--- config.mk ---
export PLATFORM = sky130hd
export DESIGN_NAME = uart_mem_server
export DESIGN_NICKNAME = d
export VERILOG_FILES = /design/src/rtl/uart_mem_pkg.sv /design/src/rtl/uart_mem_txq.sv /design/src/rtl/uart_mem_server.sv
export SDC_FILE = /design/constraint.sdc
export NUM_CORES = 1
export LEC_CHECK = 0
export CAP_MARGIN = 10
export CORE_UTILIZATION = 55
export CTS_CLUSTER_DIAMETER = 150
export DETAILED_ROUTE_END_ITERATION = 10
export PLACE_DENSITY = 0.93
export SETUP_SLACK_MARGIN = 0.05
export SKIP_CTS_REPAIR_TIMING = 1
export SYNTH_ARGS = -nofsm -noshare
export SYNTH_HDL_FRONTEND = slang
export SYNTH_SLANG_ARGS = --single-unit
--- constraint.sdc ---
create_clock -name clk -period 6.3 [get_ports clk]
set_input_delay 0.945 -clock clk [delete_from_list [all_inputs] [get_ports clk]]
set_output_delay 0.945 -clock clk [all_outputs]
set_load 0.01 [all_outputs]
--- src/rtl/uart_mem_pkg.sv ---
// uart_mem_pkg: shared command codes, frame lengths and FSM states for the UART memory server.
package uart_mem_pkg;

    typedef enum logic [7:0] {
        CMD_ACK    = 8'h01,
        CMD_RESEND = 8'h02,
        CMD_READ   = 8'h03,
        CMD_WRITE  = 8'h04
    } mem_cmd_e;

    localparam int READ_LEN   = 4;
    localparam int WRITE_LEN  = 8;
    localparam int RDRESP_LEN = 6;

    typedef enum logic [2:0] {
        ST_IDLE,
        ST_RECV,
        ST_MEM,
        ST_REJECT,
        ST_SEND
    } state_e;

    function automatic logic [7:0] xor_word(input logic [31:0] w);
        return w[31:24] ^ w[23:16] ^ w[15:8] ^ w[7:0];
    endfunction

endpackage

--- src/rtl/uart_mem_txq.sv ---
// uart_mem_txq: response serializer; loads up to RDRESP_LEN bytes at once and
// shifts them out over the tx_valid/tx_ready handshake, byte 0 first.
module uart_mem_txq
    import uart_mem_pkg::*;
(
    input  logic                         clk,
    input  logic                         res_n,
    input  logic                         load_i,
    input  logic [RDRESP_LEN-1:0][7:0]   bytes_i,
    input  logic [2:0]                   len_i,
    output logic [7:0]                   tx_data_o,
    output logic                         tx_valid_o,
    input  logic                         tx_ready_i,
    output logic                         busy_o
);

    logic [RDRESP_LEN-1:0][7:0] sh_q, sh_d;
    logic [2:0]                 len_q, len_d;
    logic                       hs;

    // tx_data only moves after a completed handshake since byte 0 is the output
    assign hs         = (len_q != 3'd0) && tx_ready_i;
    assign tx_data_o  = sh_q[0];
    assign tx_valid_o = len_q != 3'd0;
    assign busy_o     = tx_valid_o;

    always_comb begin
        sh_d  = load_i ? bytes_i : hs ? (sh_q >> 8) : sh_q;
        len_d = load_i ? len_i : hs ? len_q - 3'd1 : len_q;
    end

    always_ff @(posedge clk or negedge res_n) begin
        if (!res_n) begin
            sh_q  <= '0;
            len_q <= '0;
        end else begin
            sh_q  <= sh_d;
            len_q <= len_d;
        end
    end

endmodule

--- src/rtl/uart_mem_server.sv ---
// uart_mem_server: parses READ/WRITE frames from a UART byte stream, runs them on a
// word-wide memory port and answers with ACK (plus read data) or RESEND frames.
module uart_mem_server
    import uart_mem_pkg::*;
#(
    parameter int ADDR_W      = 16,
    parameter int DATA_W      = 32,
    parameter int TIMEOUT_CYC = 100000
) (
    input  logic              clk,
    input  logic              res_n,
    input  logic [7:0]        rx_data,
    input  logic              rx_valid,
    output logic [7:0]        tx_data,
    output logic              tx_valid,
    input  logic              tx_ready,
    output logic              mem_req,
    output logic              mem_we,
    output logic [ADDR_W-1:0] mem_addr,
    output logic [DATA_W-1:0] mem_wdata,
    input  logic [DATA_W-1:0] mem_rdata,
    input  logic              mem_ack,
    output logic              frame_err
);

    localparam int TW = $clog2(TIMEOUT_CYC + 1);

    state_e                     state_q, state_d;
    logic [3:0]                 cnt_q, cnt_d;
    logic [7:0]                 xor_q, xor_d;
    logic [TW-1:0]              tmr_q, tmr_d;
    logic                       we_q, we_d;
    logic                       req_q, req_d;
    logic                       ferr_q, ferr_d;
    logic [ADDR_W-1:0]          addr_q, addr_d;
    logic [DATA_W-1:0]          wdata_q, wdata_d;
    logic [3:0]                 frame_len;
    logic                       rej;
    logic                       ld;
    logic [2:0]                 ld_len;
    logic [RDRESP_LEN-1:0][7:0] ld_bytes;
    logic                       tx_busy;

    assign frame_len = we_q ? 4'(WRITE_LEN) : 4'(READ_LEN);
    assign mem_req   = req_q;
    assign mem_we    = we_q;
    assign mem_addr  = addr_q;
    assign mem_wdata = wdata_q;
    assign frame_err = ferr_q;

    always_comb begin
        state_d  = state_q;
        cnt_d    = cnt_q;
        xor_d    = xor_q;
        tmr_d    = tmr_q;
        we_d     = we_q;
        req_d    = req_q;
        addr_d   = addr_q;
        wdata_d  = wdata_q;
        ferr_d   = 1'b0;
        rej      = 1'b0;
        ld       = 1'b0;
        ld_len   = 3'd0;
        ld_bytes = '0;
        case (state_q)
            ST_IDLE: begin
                if (rx_valid) begin
                    if (rx_data == CMD_READ || rx_data == CMD_WRITE) begin
                        state_d = ST_RECV;
                        cnt_d   = 4'd1;
                        xor_d   = rx_data;
                        tmr_d   = '0;
                        we_d    = rx_data == CMD_WRITE;
                    end else begin
                        rej = 1'b1;
                    end
                end
            end
            ST_RECV: begin
                // a byte arriving in the expiry cycle wins and reloads the timer
                if (rx_valid) begin
                    tmr_d = '0;
                    cnt_d = cnt_q + 4'd1;
                    xor_d = xor_q ^ rx_data;
                    if (cnt_q == frame_len - 4'd1) begin
                        if (xor_q == rx_data) begin
                            state_d = ST_MEM;
                            req_d   = 1'b1;
                        end else begin
                            rej = 1'b1;
                        end
                    end else if (cnt_q < 4'd3) begin
                        addr_d = {addr_q[ADDR_W-9:0], rx_data};
                    end else begin
                        wdata_d = {wdata_q[DATA_W-9:0], rx_data};
                    end
                end else if (tmr_q == TW'(TIMEOUT_CYC - 1)) begin
                    rej = 1'b1;
                end else begin
                    tmr_d = tmr_q + TW'(1);
                end
            end
            ST_MEM: begin
                if (mem_ack) begin
                    req_d    = 1'b0;
                    state_d  = ST_SEND;
                    ld       = 1'b1;
                    ld_len   = we_q ? 3'd1 : 3'(RDRESP_LEN);
                    ld_bytes = {CMD_ACK ^ xor_word(mem_rdata[31:0]), mem_rdata[7:0], mem_rdata[15:8],
                                mem_rdata[23:16], mem_rdata[31:24], 8'(CMD_ACK)};
                end
            end
            ST_REJECT: state_d = ST_SEND;
            ST_SEND:   state_d = tx_busy ? ST_SEND : ST_IDLE;
            default:   state_d = ST_IDLE;
        endcase
        if (rej) begin
            state_d     = ST_REJECT;
            ferr_d      = 1'b1;
            ld          = 1'b1;
            ld_len      = 3'd1;
            ld_bytes[0] = CMD_RESEND;
        end
        // half-duplex: bytes arriving while busy are dropped and flagged
        if (rx_valid && (state_q == ST_MEM || state_q == ST_REJECT || state_q == ST_SEND))
            ferr_d = 1'b1;
    end

    always_ff @(posedge clk or negedge res_n) begin
        if (!res_n) begin
            state_q <= ST_IDLE;
            cnt_q   <= '0;
            xor_q   <= '0;
            tmr_q   <= '0;
            we_q    <= 1'b0;
            req_q   <= 1'b0;
            ferr_q  <= 1'b0;
            addr_q  <= '0;
            wdata_q <= '0;
        end else begin
            state_q <= state_d;
            cnt_q   <= cnt_d;
            xor_q   <= xor_d;
            tmr_q   <= tmr_d;
            we_q    <= we_d;
            req_q   <= req_d;
            ferr_q  <= ferr_d;
            addr_q  <= addr_d;
            wdata_q <= wdata_d;
        end
    end

    uart_mem_txq u_txq (
        .clk        (clk),
        .res_n      (res_n),
        .load_i     (ld),
        .bytes_i    (ld_bytes),
        .len_i      (ld_len),
        .tx_data_o  (tx_data),
        .tx_valid_o (tx_valid),
        .tx_ready_i (tx_ready),
        .busy_o     (tx_busy)
    );

endmodule
==> results.yml, run 1 <==
pwr:
  p_per_area_nw_per_um2: 460
  p_total_mw: 3.76
  vdd.ir_drop.worst_mv: 0.299
  p_leak_nw: 3.57
placement:
  dp_hpwl_um: 9750
  pre_cts_ws_ps: 2430
  port_buffers: 104
  place_area_um2: 7520
  dpl.cell_count: 788
  gp_congestion: 0.826
worst_setup_path:
  criticalPathCategory: "in -> reg"
  end_kind: "flip-flop"
  r2r_cells: 5
  slowest_stage: "clkdlybuf4s50_1"
  critPathMaxStageDelay_ps: 720
  cp.required_ps: 6640
  crit_family: "compound AO/OA/AOI/OAI gates"
  critical_path_buf_inv_count: 1
  crit_path_start_kind: "input port"
  crit_cells: 6
  cp_max_fo: 12
  path_cells: "clkdlybuf4s50_1 > or4b_4 > a2111oi_4 > a22oi_2 > or4_1 > a21oi_1"
  cp_data_arrival_time_ps: 3860
clock_tree:
  cts_tree: "yes"
  root_buffer: "clkbuf_16"
  insertion_delay_ps: 420
  cts_num_sinks: 134
  cts.htree.levels: 4
  clk_pin_slew_ps: 60
  cts_max_path_buffers: 2
  cts_buffers: 17
die:
  die_area_um2: 12100
  die_h_um: 110
  die_w_um: 110
  start_util_pct: 56.4
  core-area_um2: 11400
  ios: 105
  rows: 39
sta:
  post-route-period-util_pct: 55.9
  drv_slew: 0
  finClkSkew_ps: 11.4
  relSlewSlack_pct: 38.8
  setup_tns_ps: 0
  rsz0062_at_grt: "false"
  final-setup-viol-count: 0
  hold_violations: 0
  fin_hold_ws_ps: 505
  period_needed_ps: 3520
  tightest_slew_ps: 910
  fmax_ghz: 0.284
  worst_slack_ps: 2780
outcome:
  status: "completed"
detailed_routing:
  vias_per_cell: 6.04
  drt_iter0_drc: 399
  firstDrtPassIters: 5
  num_vias: 4949
  drcViolationCount: 0
  drt-wirelength-per-cell_um: 19.0
  drt-total-wl_um: 15600
  final_antenna_net_count: 0
logic_synthesis:
  ys_warn_count: 0
  avgSynthCellArea_um2: 11.2
  synth_area_leader_cell: "dfrtp_1"
  syn_nets: 625
  ys_seq_area_share_pct: 52.1
  yosysUniqueCellTypes: 52
  synth.top_cell.area_share_pct: 52.1
  syn_inst: 576
  synth-seq-cells: 134
  synth_area_leaders: "dfrtp_1 52%, mux2_2 8.0%, mux2i_1 6.5%"
  syn-cell-area_um2: 6440
  ys_async_sr_fraction_pct: 100
  synth_edf_count: 0
  synthFlopType: "dfrtp_1"
global_routing:
  grt_pass1_wl_um: 24600
  grt_max_degree: 75
  antenna_found_initial: 0
  track_usage_pct: 27.0
  gr-total-overflow: 0
  grt_pass1_vias: 5070
job:
  max-cap-violations: 0
finish:
  fillers: 709
  finalNetCount: 713
  finalCoreUtilization_pct: 71.6
  final_area_um2: 8170
  area_delta_synth_final_pct: 26.9
  fin_cells: 820
  drive_gt1_share_pct: 14.1
worst_hold_path:
  hold_class: "reg -> reg"
  whs_path_depth: 1
[worst reg2reg max path: cells and delay by family (launching register included)]
family,cells,cell delay [ps]
flops,1,480
simple gates,2,1120
compound gates,3,1110
[worst paths after layout]
| kind | slack, ps | endpoint | from |
|---|---|---|---|
| min in group asynchronous | 620 | mem_wdata[12]$_DFFE_PN0P_ | res_n |
| worst max-delay path | 2780 | tmr_q[8]$_DFFE_PN0P_ | rx_valid |
| max in group asynchronous | 4310 | tmr_q[1]$_DFFE_PN0P_ | res_n |
| worst min register to register | 500 | mem_addr[9]$_DFFE_PN0P_ | mem_addr[9]$_DFFE_PN0P_ |
| worst min-delay path | 500 | mem_addr[9]$_DFFE_PN0P_ | mem_addr[9]$_DFFE_PN0P_ |
| worst max register to register | 3510 | tmr_q[8]$_DFFE_PN0P_ | state_q[0]$_DFFE_PN0P_ |
[cell usage in the layout, fill, tap and decap left out, drive strengths merged, types with 8 or more instances in the layout]
cell type / synthesis / final
clkbuf: 24 / 19
nor3: 9 / 9
clkdlybuf4s50: 0 / 103
mux2i: 42 / 42
xnor2: 33 / 33
xor2: 15 / 15
buf: 18 / 8
o31ai: 35 / 35
mux2: 46 / 46
nor2: 18 / 18
inv: 6 / 8
o22ai: 9 / 9
dfrtp: 134 / 134
nand2: 82 / 82
a21oi: 8 / 8
o21ai: 15 / 15
[sequential cells by signal, indices dropped and copies added (netlist names), 4 cells and up]
signal and cells:
mem_wdata 32, u_txq.sh_q 40, xor_q 8, tmr_q 17, cnt_q 4, mem_addr 16
u_txq.tx_data_o 8
[logic make-up (layout without fill, tap and decap cells)]
family	Yosys count	count (layout)	share of synthesized area [%]
AOI/OAI and AO/OA	96	96	10.7
xor gates and xnor gates	48	48	6.53
adders and majority gates	4	4	0.777
buffers and inverters	48	148	3.50
DFF	134	134	52.1
muxes	88	88	14.6
other	0	1	0
and+or+nand+nor	158	158	11.8
[report_power, final]
group          internal, mW  leakage, nW  total (mW)  switching (mW)
Clock                 0.711        0.306        1.08           0.371
Sequential             1.17         1.77        1.41           0.237
Combinational         0.652         1.50        1.27           0.618
[synth_stat cells (all sizes together), types with 5 or more instances]
master,n
o22ai,9
nand3,6
nand2b,6
o31ai,35
xnor2,33
nor3,9
mux2i,42
buf,18
nand2,82
mux2,46
a21oi,8
clkbuf,24
nand4,5
xor2,15
nor2,18
or3,6
inv,6
dfrtp,134
o211ai,6
o21ai,15
and3,6
[final cells by class]
type,count,area (um2),area share [%]
Antenna cell,1,2.50,0.0306
Clock buffer,19,443,5.42
Tap cell,143,179,2.19
Multi-Input combinational cell,394,2880,35.2
Inverter,6,22.5,0.276
Clock inverter,12,200,2.45
Timing Repair Buffer,111,1090,13.4
Sequential cell,134,3350,41.0
[routing by layer]
layer,track usage (%),routed length [um],vias up
li1,-,-,2215
met1,30.4,5960,2475
met2,48.0,8200,213
met3,7.00,1040,46
met4,12.0,391,0
met5,0,0,-
Note: power is estimated with default switching activity, not from simulation.
==> run 2, diff against run 1 <==
Settings changed: CORE_UTILIZATION 55 to 48, PLACE_DENSITY 0.93 to 0.87.
Clock period 6.3 ns to 3.2 ns, I/O delays scaled along.
==> run 2 against run 1 <==
Net effect: die area grew 14%; power grew 97%; clock power grew 96%; critical path depth grew 1; worst hold slack lost 390 ps; global-route usage shrank 3.2 points; first-iteration DRC count grew 15%; routed wire length shrank 0.88%; non-clock buffer count grew 14; largest power group unchanged.
==> results.yml, run 2 (same netlist as run 1, synthesis figures left out) <==
outcome:
  status: "completed"
detailed_routing:
  drt-total-wl_um: 15500
  final_antenna_net_count: 0
  drcViolationCount: 0
  drt_iter0_drc: 459
  met3WireLength_um: 821
  wl_met2_um: 7790
  num_vias: 4975
  firstDrtPassIters: 5
  top_layer: "met4"
  vias_per_cell: 5.76
  m1WireLength_um: 6440
  drt-wirelength-per-cell_um: 17.9
global_routing:
  grt_pass1_vias: 5141
  track_usage_pct: 23.8
  gr-total-overflow: 0
  grt_max_degree: 64
  antenna_found_initial: 0
  grt_pass1_wl_um: 26200
worst_setup_path:
  critPathMaxStageDelay_ps: 670
  cp_max_fo: 52
  r2r_start: "state_q[0]$_DFFE_PN0P_"
  slowest_stage: "or4_1"
  reg2reg_to: "mem_addr[11]$_DFFE_PN0P_"
  crit_path_start_kind: "input port"
  path_cells: "clkdlybuf4s50_1 > or4_1 > a211oi_1 > o22a_1 > o21ai_4 > buf_12 > o31ai_1"
  crit_family: "compound AO/OA/AOI/OAI gates"
  cp_data_arrival_time_ps: 3000
  criticalPathCategory: "in -> reg"
  end_kind: "flip-flop"
  r2r_cells: 5
  critical_path_buf_inv_count: 2
  cp.required_ps: 3500
  ff2ff_setup_slack_ps: 780
die:
  die_h_um: 118
  die_area_um2: 13900
  core-area_um2: 12800
  die_w_um: 118
  ios: 105
  rows: 41
  start_util_pct: 50.2
pwr:
  swShare_pct: 32.1
  p_leak_nw: 3.66
  p_per_area_nw_per_um2: 887
  p_total_mw: 7.40
  p_int_mw: 5.02
  vdd.ir_drop.worst_mv: 0.509
  p_clk_share_pct: 28.6
  power.switching_mw: 2.37
  combPwrFrac_pct: 34.1
  seq_power_share_pct: 37.3
finish:
  drive_gt1_share_pct: 16.1
  mostFrequentLayoutCell: "dfrtp_1"
  final_cell_mix: "134 x dfrtp_1, 103 x clkdlybuf4s50_1, 82 x nand2_1"
  area_delta_synth_final_pct: 29.6
  top_register: "u_txq.sh_q"
  largest_reg_flops: 40
  n_antenna_cell: 0
  finalNetCount: 727
clock_tree:
  cts_num_sinks: 134
  cts.htree.levels: 4
  cts_buffers: 17
  cts_tree: "yes"
  cts_max_path_buffers: 2
  insertion_delay_ps: 410
  root_buffer: "clkbuf_16"
  clk_pin_slew_ps: 60
placement:
  dp_hpwl_um: 10200
  gp_congestion: 0.858
  port_buffers: 104
sta:
  finClkSkew_ps: 7.78
  hold_violations: 0
  final-setup-viol-count: 0
  period_needed_ps: 2700
  rsz0062_at_grt: "false"
  tightest_slew_ps: 1080
  fmax_ghz: 0.371
  relSlewSlack_pct: 27.4
  post-route-period-util_pct: 84.2
  setup_tns_ps: 0
  drv_slew: 0
job:
  max-cap-violations: 0
worst_hold_path:
  hold_class: "in -> async"
run 2: area by class of cell:
type	count	area, um2
multi-input combinational	394	2880
sequential	134	3350
inverter	6	22.5
fill	903	4480
clock buffer	21	480
clock inverter	11	170
timing repair buffer	125	1220
tap	172	215
run 2: per-stage QoR:
step	util [%]	cell area [um2]	hold slack, ps	std cells	setup WS (ps)
finish	65.0	8340	111	863	505
detailed placement	60.0	7690	495	831	268
global route	65.0	8340	179	863	442
CTS	65.0	8340	152	863	552
global placement	60.0	7690	481	831	302
floorplan	-	6440	184	576	1010
run 2: worst max-delay path by stage:
| stage | from | endpoint | slack [ps] | cells after the start |
|---|---|---|---|---|
| 6_report | rx_data[4] | u_txq.sh_q[14]$_DFFE_PN0P_ | 500 | 7 |
| 5_1_grt | rx_data[4] | u_txq.sh_q[14]$_DFFE_PN0P_ | 440 | 7 |
| 2_1_floorplan | rx_data[4] | state_q[0]$_DFFE_PN0P_ | 1010 | 5 |
| 3_3_place_gp | rx_data[4] | u_txq.len_q[0]$_DFFE_PN0P_ | 300 | 7 |
| 4_1_cts | rx_data[4] | u_txq.sh_q[34]$_DFFE_PN0P_ | 550 | 7 |
| 3_5_place_dp | rx_data[5] | u_txq.len_q[0]$_DFFE_PN0P_ | 270 | 7 |
run 2: power groups by stage:
stage | registers (mW) | clock network [mW] | logic (mW)
finish | 2.76 | 2.12 | 2.52
global route | 2.83 | 2.23 | 2.73
CTS | 2.75 | 2.14 | 2.53
detailed placement | 2.77 | 0 | 2.48
global placement | 2.71 | 0 | 2.37
floorplan | 2.75 | 0 | 1.42
run 2: layer usage:
layer | up-vias | global-route usage (%)
li1 | 2255 | -
met1 | 2470 | 30.4
met2 | 204 | 39.4
met3 | 46 | 5.38
met4 | 0 | 9.05
met5 | - | 0
==> run 3, diff against run 2 <==
Settings changed: CORE_UTILIZATION 48 to 54, PLACE_DENSITY 0.87 to 0.92.
Clock period 3.2 ns to 2.59 ns, I/O delays scaled along.
==> run 3 against run 2 <==
Net effect: the run now ends with design-rule violations left; non-clock buffer count grew 15; count of clock-buffer cells in the layout decreased by 3; clock power is 29% higher; setup slack worse by 370 ps; cell area is 1.2% higher; power up 28%; register-to-register slack got worse by 550 ps; flip-flop and latch count unchanged; core utilization is 8.3 points higher; die area fell by 11%; largest power group unchanged; highest routed layer unchanged.
==> results.yml, run 3 (same netlist as run 1, synthesis figures left out) <==
sta:
  post-route-period-util_pct: 94.8
  fin_hold_ws_ps: 17.8
  period_needed_ps: 2450
  tightest_slew_ps: 704
  setup_tns_ps: 0
  relSlewSlack_pct: 52.9
  rsz0062_at_grt: "false"
  hold_violations: 0
  final-setup-viol-count: 0
  drv_slew: 0
  finClkSkew_ps: 9.21
  fmax_ghz: 0.407
clock_tree:
  insertion_delay_ps: 420
  cts_max_path_buffers: 2
  clk_pin_slew_ps: 60
  cts_buffers: 17
  root_buffer: "clkbuf_16"
  cts_num_sinks: 134
  cts_tree: "yes"
  cts.htree.levels: 4
outcome:
  failed_checks: "design-rule violations"
  status: "complete, but fails checks"
worst_setup_path:
  crit_cells: 7
  cp.required_ps: 2880
  cp_data_arrival_time_ps: 2750
  critical_path_buf_inv_count: 2
  crit_family: "compound AO/OA/AOI/OAI gates"
  slowest_stage: "or4_1"
  end_kind: "flip-flop"
  cp_max_fo: 37
  criticalPathCategory: "in -> reg"
  r2r_cells: 6
  critPathMaxStageDelay_ps: 700
  path_cells: "clkdlybuf4s50_1 > or4_1 > a211oi_2 > o22a_1 > o21ai_4 > buf_12 > o31ai_1"
  crit_path_start_kind: "input port"
die:
  core-area_um2: 11500
  ios: 105
  die_area_um2: 12400
  die_w_um: 111
  die_h_um: 111
  start_util_pct: 55.9
  rows: 39
detailed_routing:
  vias_per_cell: 6.10
  drt-wirelength-per-cell_um: 20.2
  firstDrtPassIters: 8
  drcViolationCount: 27
  drt_iter0_drc: 518
  final_antenna_net_count: 0
  num_vias: 5164
  drt-total-wl_um: 17100
pwr:
  p_per_area_nw_per_um2: 1120
  p_leak_nw: 3.74
  vdd.ir_drop.worst_mv: 0.607
  p_total_mw: 9.43
global_routing:
  grt_max_degree: 56
  antenna_found_initial: 0
  grt_pass1_vias: 5327
  track_usage_pct: 28.9
  gr-total-overflow: 0
  grt_pass1_wl_um: 27600
finish:
  drive_gt1_share_pct: 17.6
  top_register: "u_txq.sh_q"
  largest_reg_flops: 40
  finalNetCount: 742
  fillers: 651
  area_delta_synth_final_pct: 31.1
  final_cell_mix: "134 x dfrtp_1, 103 x clkdlybuf4s50_1, 82 x nand2_1"
  mostFrequentLayoutCell: "dfrtp_1"
  n_antenna_cell: 0
job:
  max-cap-violations: 0
placement:
  dp_hpwl_um: 10400
  port_buffers: 104
  gp_congestion: 0.787
worst_hold_path:
  hold_class: "in -> async"
==> run 3: cell types whose count changed in the layout (fill, tap and decap cells not counted) <==
| cell | delta |
|---|---|
| buf_4 | +14 |
| clkbuf_8 | -4 |
| bufinv_16 | +2 |
| clkinv_4 | +2 |
| clkinvlp_4 | -2 |
| a211oi_1 | -1 |
| a211oi_2 | +1 |
| buf_12 | +1 |
| clkbuf_1 | +1 |
| clkinv_2 | -1 |
==> run 3: worst paths after layout <==
check                                    startpoint                          to  slack [ps]
max in group asynchronous                     res_n        tmr_q[7]$_DFFE_PN0P_        1800
setup / recovery                         rx_data[4]  u_txq.sh_q[13]$_DFFE_PN0P_         140
min in group clk           mem_addr[11]$_DFFE_PN0P_    mem_addr[11]$_DFFE_PN0P_         500
setup reg to reg             state_q[0]$_DFFE_PN0P_        tmr_q[5]$_DFFE_PN0P_         230
hold reg to reg            mem_addr[11]$_DFFE_PN0P_    mem_addr[11]$_DFFE_PN0P_         500
hold / removal                                res_n   mem_wdata[31]$_DFFE_PN0P_          20
==> run 3: cell type report <==
class / instances / area [um2] / area share, %
Clock buffer: 18 / 429 / 5.08
Sequential cell: 134 / 3350 / 39.7
Timing Repair Buffer: 140 / 1350 / 15.9
Multi-Input combinational cell: 394 / 2880 / 34.2
Clock inverter: 12 / 228 / 2.70
Inverter: 6 / 22.5 / 0.267
Tap cell: 143 / 179 / 2.12
==> run 3: power breakdown <==
group          total (mW)  internal (mW)  switching (mW)
logic                3.27           1.68            1.58
registers            3.44           2.85           0.587
clock network        2.73           1.80           0.927
total                9.43           6.33            3.10
==> run 3: layer usage <==
metal | vias to the layer above | share of wire (%) | wire [um] | track usage (%)
li1 | 2288 | - | - | -
met1 | 2545 | 39 | 6660 | 33.8
met2 | 257 | 50 | 8590 | 48.9
met3 | 74 | 6.3 | 1080 | 7.00
met4 | 0 | 4.4 | 753 | 16.1
met5 | - | 0 | 0 | 0
==> run 3: worst register-to-register path, cell delays in order, from the launching register on <==
cell and delay (ps):
dfrtp_1 500, or4b_4 590, a2111oi_4 350, buf_4 250, nand2_1 100, a21boi_0 260
mux2i_1 240
==> run 3: through the flow <==
step	util (%)	instance area (um2)	std cells	setup slack, ps
CTS	73.3	8440	847	27.9
finish	73.3	8440	847	135
detailed placement	67.6	7780	817	-227
floorplan	-	6440	576	409
global placement	67.6	7780	817	-24.2
global route	73.3	8440	847	78.1
